## src/rtl/portao_pkg.sv

```systemverilog
// Shared constants for the gate controller: debounce defaults and the
// gate-control FSM state encoding used by the system-level bench.
package portao_pkg;

    localparam int unsigned DEBOUNCE_CYCLES_DEF = 16;
    localparam int unsigned CNT_W_DEF           = 5;

    typedef enum logic [1:0] {
        FECHADO  = 2'b00,
        FECHANDO = 2'b01,
        ABRINDO  = 2'b10,
        ABERTO   = 2'b11
    } estado_portao_t;

    typedef struct packed {
        logic botao;
        logic aberto;
        logic fechado;
        logic sensor;
    } canais_t;

endpackage

```

## src/rtl/debounce_canal.sv

```systemverilog
// One input channel: 2-flop synchronizer followed by a saturating debounce
// counter; FAST_ASSERT lets a rising level bypass the debounce.
module debounce_canal
    import portao_pkg::*;
#(
    parameter int unsigned DEBOUNCE_CYCLES = DEBOUNCE_CYCLES_DEF,
    parameter int unsigned CNT_W           = CNT_W_DEF,
    parameter bit          FAST_ASSERT     = 1'b0
) (
    input  logic clock,
    input  logic reset,
    input  logic raw,
    output logic d
);

    localparam logic [CNT_W-1:0] CNT_LIM = CNT_W'(DEBOUNCE_CYCLES - 1);

    logic             r_s1;
    logic             r_s2;
    logic             r_d;
    logic [CNT_W-1:0] r_cnt;

    always_ff @(posedge clock) begin
        if (reset) begin
            r_s1  <= 1'b0;
            r_s2  <= 1'b0;
            r_d   <= 1'b0;
            r_cnt <= '0;
        end else begin
            r_s1 <= raw;
            r_s2 <= r_s1;
            if (r_s2 == r_d) begin
                r_cnt <= '0;
            end else if (FAST_ASSERT && r_s2) begin
                // Obstacle appearing is acted on at once; only its release is filtered.
                r_d   <= 1'b1;
                r_cnt <= '0;
            end else if (r_cnt == CNT_LIM) begin
                r_d   <= r_s2;
                r_cnt <= '0;
            end else begin
                r_cnt <= r_cnt + CNT_W'(1);
            end
        end
    end

    assign d = r_d;

endmodule

```

## src/rtl/condicionador_entradas_portao.sv

```systemverilog
// Conditions the raw button, limit switches and obstacle sensor for the
// gate FSM: debounce, button edge pulse and limit-switch fault masking.
module condicionador_entradas_portao
    import portao_pkg::*;
#(
    parameter int unsigned DEBOUNCE_CYCLES = DEBOUNCE_CYCLES_DEF,
    parameter int unsigned CNT_W           = CNT_W_DEF
) (
    input  logic clock,
    input  logic reset,
    input  logic botao_raw,
    input  logic fim_curso_aberto_raw,
    input  logic fim_curso_fechado_raw,
    input  logic sensor_raw,
    output logic controle,
    output logic trilhoAberto,
    output logic trilhoFechado,
    output logic sensor,
    output logic erro_trilho
);

    canais_t w_d;
    logic    r_botao_q;

    debounce_canal #(
        .DEBOUNCE_CYCLES(DEBOUNCE_CYCLES),
        .CNT_W          (CNT_W),
        .FAST_ASSERT    (1'b0)
    ) u_botao (
        .clock(clock),
        .reset(reset),
        .raw  (botao_raw),
        .d    (w_d.botao)
    );

    debounce_canal #(
        .DEBOUNCE_CYCLES(DEBOUNCE_CYCLES),
        .CNT_W          (CNT_W),
        .FAST_ASSERT    (1'b0)
    ) u_aberto (
        .clock(clock),
        .reset(reset),
        .raw  (fim_curso_aberto_raw),
        .d    (w_d.aberto)
    );

    debounce_canal #(
        .DEBOUNCE_CYCLES(DEBOUNCE_CYCLES),
        .CNT_W          (CNT_W),
        .FAST_ASSERT    (1'b0)
    ) u_fechado (
        .clock(clock),
        .reset(reset),
        .raw  (fim_curso_fechado_raw),
        .d    (w_d.fechado)
    );

    debounce_canal #(
        .DEBOUNCE_CYCLES(DEBOUNCE_CYCLES),
        .CNT_W          (CNT_W),
        .FAST_ASSERT    (1'b1)
    ) u_sensor (
        .clock(clock),
        .reset(reset),
        .raw  (sensor_raw),
        .d    (w_d.sensor)
    );

    always_ff @(posedge clock) begin
        if (reset) begin
            r_botao_q <= 1'b0;
        end else begin
            r_botao_q <= w_d.botao;
        end
    end

    // Both rails active at once is physically impossible: report it and hide both.
    always_comb begin
        controle      = w_d.botao & ~r_botao_q;
        erro_trilho   = w_d.aberto & w_d.fechado;
        trilhoAberto  = w_d.aberto & ~w_d.fechado;
        trilhoFechado = w_d.fechado & ~w_d.aberto;
        sensor        = w_d.sensor;
    end

endmodule

```

## config.mk

```make
export PLATFORM = sky130hd
export DESIGN_NAME = condicionador_entradas_portao
export DESIGN_NICKNAME = d
export VERILOG_FILES = /design/src/rtl/portao_pkg.sv /design/src/rtl/debounce_canal.sv /design/src/rtl/condicionador_entradas_portao.sv
export SDC_FILE = /design/constraint.sdc
export NUM_CORES = 1
export LEC_CHECK = 0
export BUFFER_PORTS_ARGS = -buffer_cell sky130_fd_sc_hd__buf_2
export CAP_MARGIN = 15
export CORE_MARGIN = 1.5
export CORE_UTILIZATION = 25
export DETAILED_ROUTE_END_ITERATION = 6
export GPL_TIMING_DRIVEN = 0
export PLACE_DENSITY = 0.53
export SYNTH_ARGS = -nofsm -noshare
export SYNTH_HDL_FRONTEND = slang
export SYNTH_SLANG_ARGS = --single-unit
```

## constraint.sdc

```tcl
create_clock -name clock -period 1.5 [get_ports clock]
set_input_delay 0.3 -clock clock [delete_from_list [all_inputs] [get_ports clock]]
set_output_delay 0.3 -clock clock [all_outputs]
set_load 0.05 [all_outputs]
```

==> run_results.csv <==
group,metric,value,unit
status,status,"finished, final reports clean",
min_path,min_to,"u_fechado.r_s1$_SDFF_PP0_",
place,dp_cells,182,
synthesis,yosys.area_share.xor_xnor,7.92,%
power,power,1.56,mW
min_path,hold_depth,2,
synthesis,yosys.area_share.adder,9.26,%
timing,period_minus_slack,1.45,ns
clock_network,cts_buffer_depth,2,
cells_and_area,instances_no_fill,190,
clock_network,clock_latency,0.28,ns
timing,setup_viol,0,
cells_and_area,synthToLayoutAreaGrowth,20.1,%
timing,worst_slew_pin_slew,0.427,ns
floorplanning,die_x,72.7,um
synthesis,synth.area.top_cells,"dfxtp_1, ha_1, nor2_1",
setup_path,crit_required,1.72,ns
detailed_routing,ant_nets,0,
synthesis,ys_seq_area_share,54.3,%
synthesis,synth_area,1220,um^2
timing,drv_slew,0,
timing,hold_violations,0,
floorplanning,die-area,5290,um^2
synthesis,synth_top_area_share,54.3,%
cells_and_area,fill_cells,491,
floorplanning,core,4690,um^2
power,seqPwrFrac,57.5,%
detailed_routing,post_drt_wl_per_cell,9.37,um
synthesis,synthMuxAreaShare,2.47,%
synthesis,synth_top_family_by_area,"simple AND/OR/NAND/NOR gates",
place,dpl_cell_area,1330,um^2
power,internal_power,1.23,mW
detailed_routing,wl,1780,um
grt,grtUsageTotal,8.29,%
synthesis,synth_seq_cells,33,
cells_and_area,drive_gt1_share,27.9,%
floorplanning,initial_core_util,25.9,%
detailed_routing,drt_iter0_markers,5,
setup_path,cp_max_fo,5,
clock_network,clock_sinks,33,
synthesis,yosys.area_share.simple,22.1,%
synthesis,synth-compound-area-share,0.823,%
clock_network,clkTransAtPathRegs,0.06,ns
setup_path,start_kind,"register",
timing,finalSetupTns,0,ns
detailed_routing,drtPass1Iterations,4,
synthesis,syn_area_per_cell,10.3,um^2
power,ir_worst_vdd,627,uV
cells_and_area,final_common_cell,"dfxtp_1",
setup_path,ff2ff_setup_slack,0.05,ns
grt,antenna_found_initial,0,
power,leakage,0.567,nW
synthesis,syn_inst,118,
timing,hold_slack,0.224,ns
power,netSwitchingFraction,21.1,%
synthesis,synth.distinct_cells,18,
place,gp_congestion,0.629,
power,pwr-share-clk,40.0,%
cells_and_area,nets,150,
setup_path,arrival,1.67,ns
grt,grt_pass1_wl,3210,um
min_path,min_path_type,"in -> reg",
power,p_switching,329,uW
timing,fin_crit_sh,96.6,%
cells_and_area,fin_util,31.1,%
clock_network,htree_levels,2,
setup_path,endpoint_kind,"register",
min_path,min_from,"fim_curso_fechado_raw",
setup_path,reg2reg_to,"u_botao.r_cnt[1]$_SDFF_PP0_",
place,pre_cts_ws,-0.0248,ns
grt,grt_pass1_vias,782,
clock_network,cts_hold_buf,0,
timing,fin_skew,0.00339,ns
cells_and_area,finish.instance_area,1460,um^2
timing,relSlewSlack,71.5,%
setup_path,worst-r2r-cell-count,5,
floorplanning,placementRows,25,
place,numPortBuffers,10,
clock_network,cts_buffers,5,
power,pwr-share-comb,2.5,%
job,cap_violations,0,
detailed_routing,route.detailed.drc,0,
synthesis,syn-num-nets,133,
grt,grt_max_degree,11,
cells_and_area,num_antenna_cells,0,
grt,overflow,0,
clock_network,cts-root-buf,"clkbuf_8",
synthesis,ys.warnings.count,0,
floorplanning,die_h,72.7,um
detailed_routing,vias_per_cell,4.07,
clock_network,cts_tree,"done",
timing,fin_ws,0.0508,ns
timing,max_freq,690,MHz
setup_path,worstSetupPathType,"reg -> reg",
detailed_routing,vias,773,
floorplanning,io_pins,11,
place,hpwl,1310,um
timing,rsz0062_at_grt,"yes",
cells_and_area,layout_common_cells,"dfxtp_1, nor2_1, nor2b_1, buf_2, inv_1",
synthesis,synth_area_leader_cell,"dfxtp_1",
power,power.density,1070,nW/um^2
setup_path,reg2reg_from,"u_botao.r_cnt[0]$_SDFF_PP0_",
==> area by class of cell <==
type | count | area, um^2 | share of cell area (%)
plain buffers | 1 | 3.75 | 0.257
clock buffers | 6 | 72.6 | 4.97
clock inverters | 2 | 10.0 | 0.686
inverters | 9 | 33.8 | 2.31
multi-input cells | 75 | 558 | 38.2
flip-flops and latches | 33 | 664 | 45.5
well taps | 54 | 67.6 | 4.63
repair buffers | 10 | 50.0 | 3.43
==> Yosys cell counts <==
| library cell | n |
|---|---|
| nand3_1 | 4 |
| a21oi_1 | 1 |
| mux2i_1 | 3 |
| nor2b_1 | 10 |
| nor2_1 | 23 |
| or3_4 | 3 |
| xor2_1 | 4 |
| ha_1 | 9 |
| and2_2 | 1 |
| o21ai_0 | 1 |
| inv_1 | 9 |
| nand2_1 | 1 |
| clkbuf_1 | 1 |
| nand2b_1 | 1 |
| and2b_2 | 2 |
| dfxtp_1 | 33 |
| xnor2_1 | 7 |
| and3_1 | 5 |
==> power by group through the flow <==
stage / Clock, mW / Combinational [mW] / Sequential [mW]
2_1_floorplan: 0 / 0.0229 / 0.915
3_3_place_gp: 0 / 0.0368 / 0.914
3_5_place_dp: 0 / 0.0382 / 0.915
4_1_cts: 0.655 / 0.0386 / 0.895
5_1_grt: 0.698 / 0.0448 / 0.897
6_report: 0.623 / 0.0393 / 0.896
==> flip-flops by register name, summed over array words and instances, names as in the netlist, 5 cells and up <==
name,cells
u_aberto.r_cnt,5
u_botao.r_cnt,5
u_fechado.r_cnt,5
u_sensor.r_cnt,5
==> worst max-delay path, cell delays in order, from the launching register on <==
cell,delay [ns]
dfxtp_2,0.34
ha_2,0.19
and3_1,0.15
ha_2,0.18
or3_4,0.44
nor2_1,0.10
==> worst max path at each step <==
stage,from,to,depth (start not counted)
4_1_cts,u_fechado.r_cnt[0]$_SDFF_PP0_,u_fechado.r_cnt[2]$_SDFF_PP0_,5
6_report,u_botao.r_cnt[0]$_SDFF_PP0_,u_botao.r_cnt[1]$_SDFF_PP0_,5
2_1_floorplan,u_fechado.r_cnt[0]$_SDFF_PP0_,u_fechado.r_cnt[2]$_SDFF_PP0_,5
5_1_grt,u_botao.r_cnt[0]$_SDFF_PP0_,u_botao.r_cnt[1]$_SDFF_PP0_,5
3_3_place_gp,u_fechado.r_cnt[0]$_SDFF_PP0_,u_fechado.r_cnt[3]$_SDFF_PP0_,5
3_5_place_dp,u_aberto.r_cnt[0]$_SDFF_PP0_,u_aberto.r_cnt[3]$_SDFF_PP0_,5
==> kinds of logic after synthesis <==
family                   count (synthesis)
AO/OA/AOI/OAI                            2
XOR/XNOR                                11
adder cells (fa/ha/maj)                  9
buffers and inverters                   10
flip-flops                              33
multiplexers                             3
AND/OR/NAND/NOR                         50
==> routing by layer <==
layer  vias to the layer above  wire, um  global-route usage [%]
li1                        405         -                       -
met1                       351       752                    7.54
met2                        12       898                    14.3
met3                         5        89                    5.52
met4                         0        40                    3.77
met5                         -         0                       0
==> what timing repair did <==
| item | in CTS | in global routing |
|---|---|---|
| gates resized for setup | 0 | 17 |
| pin swaps | 3 | 6 |
| buffers inserted | 0 | 0 |
| gates cloned | 0 | 0 |
| endpoints found under the setup margin | 12 | 12 |
No activity file was read; power rests on OpenSTA's default activity.
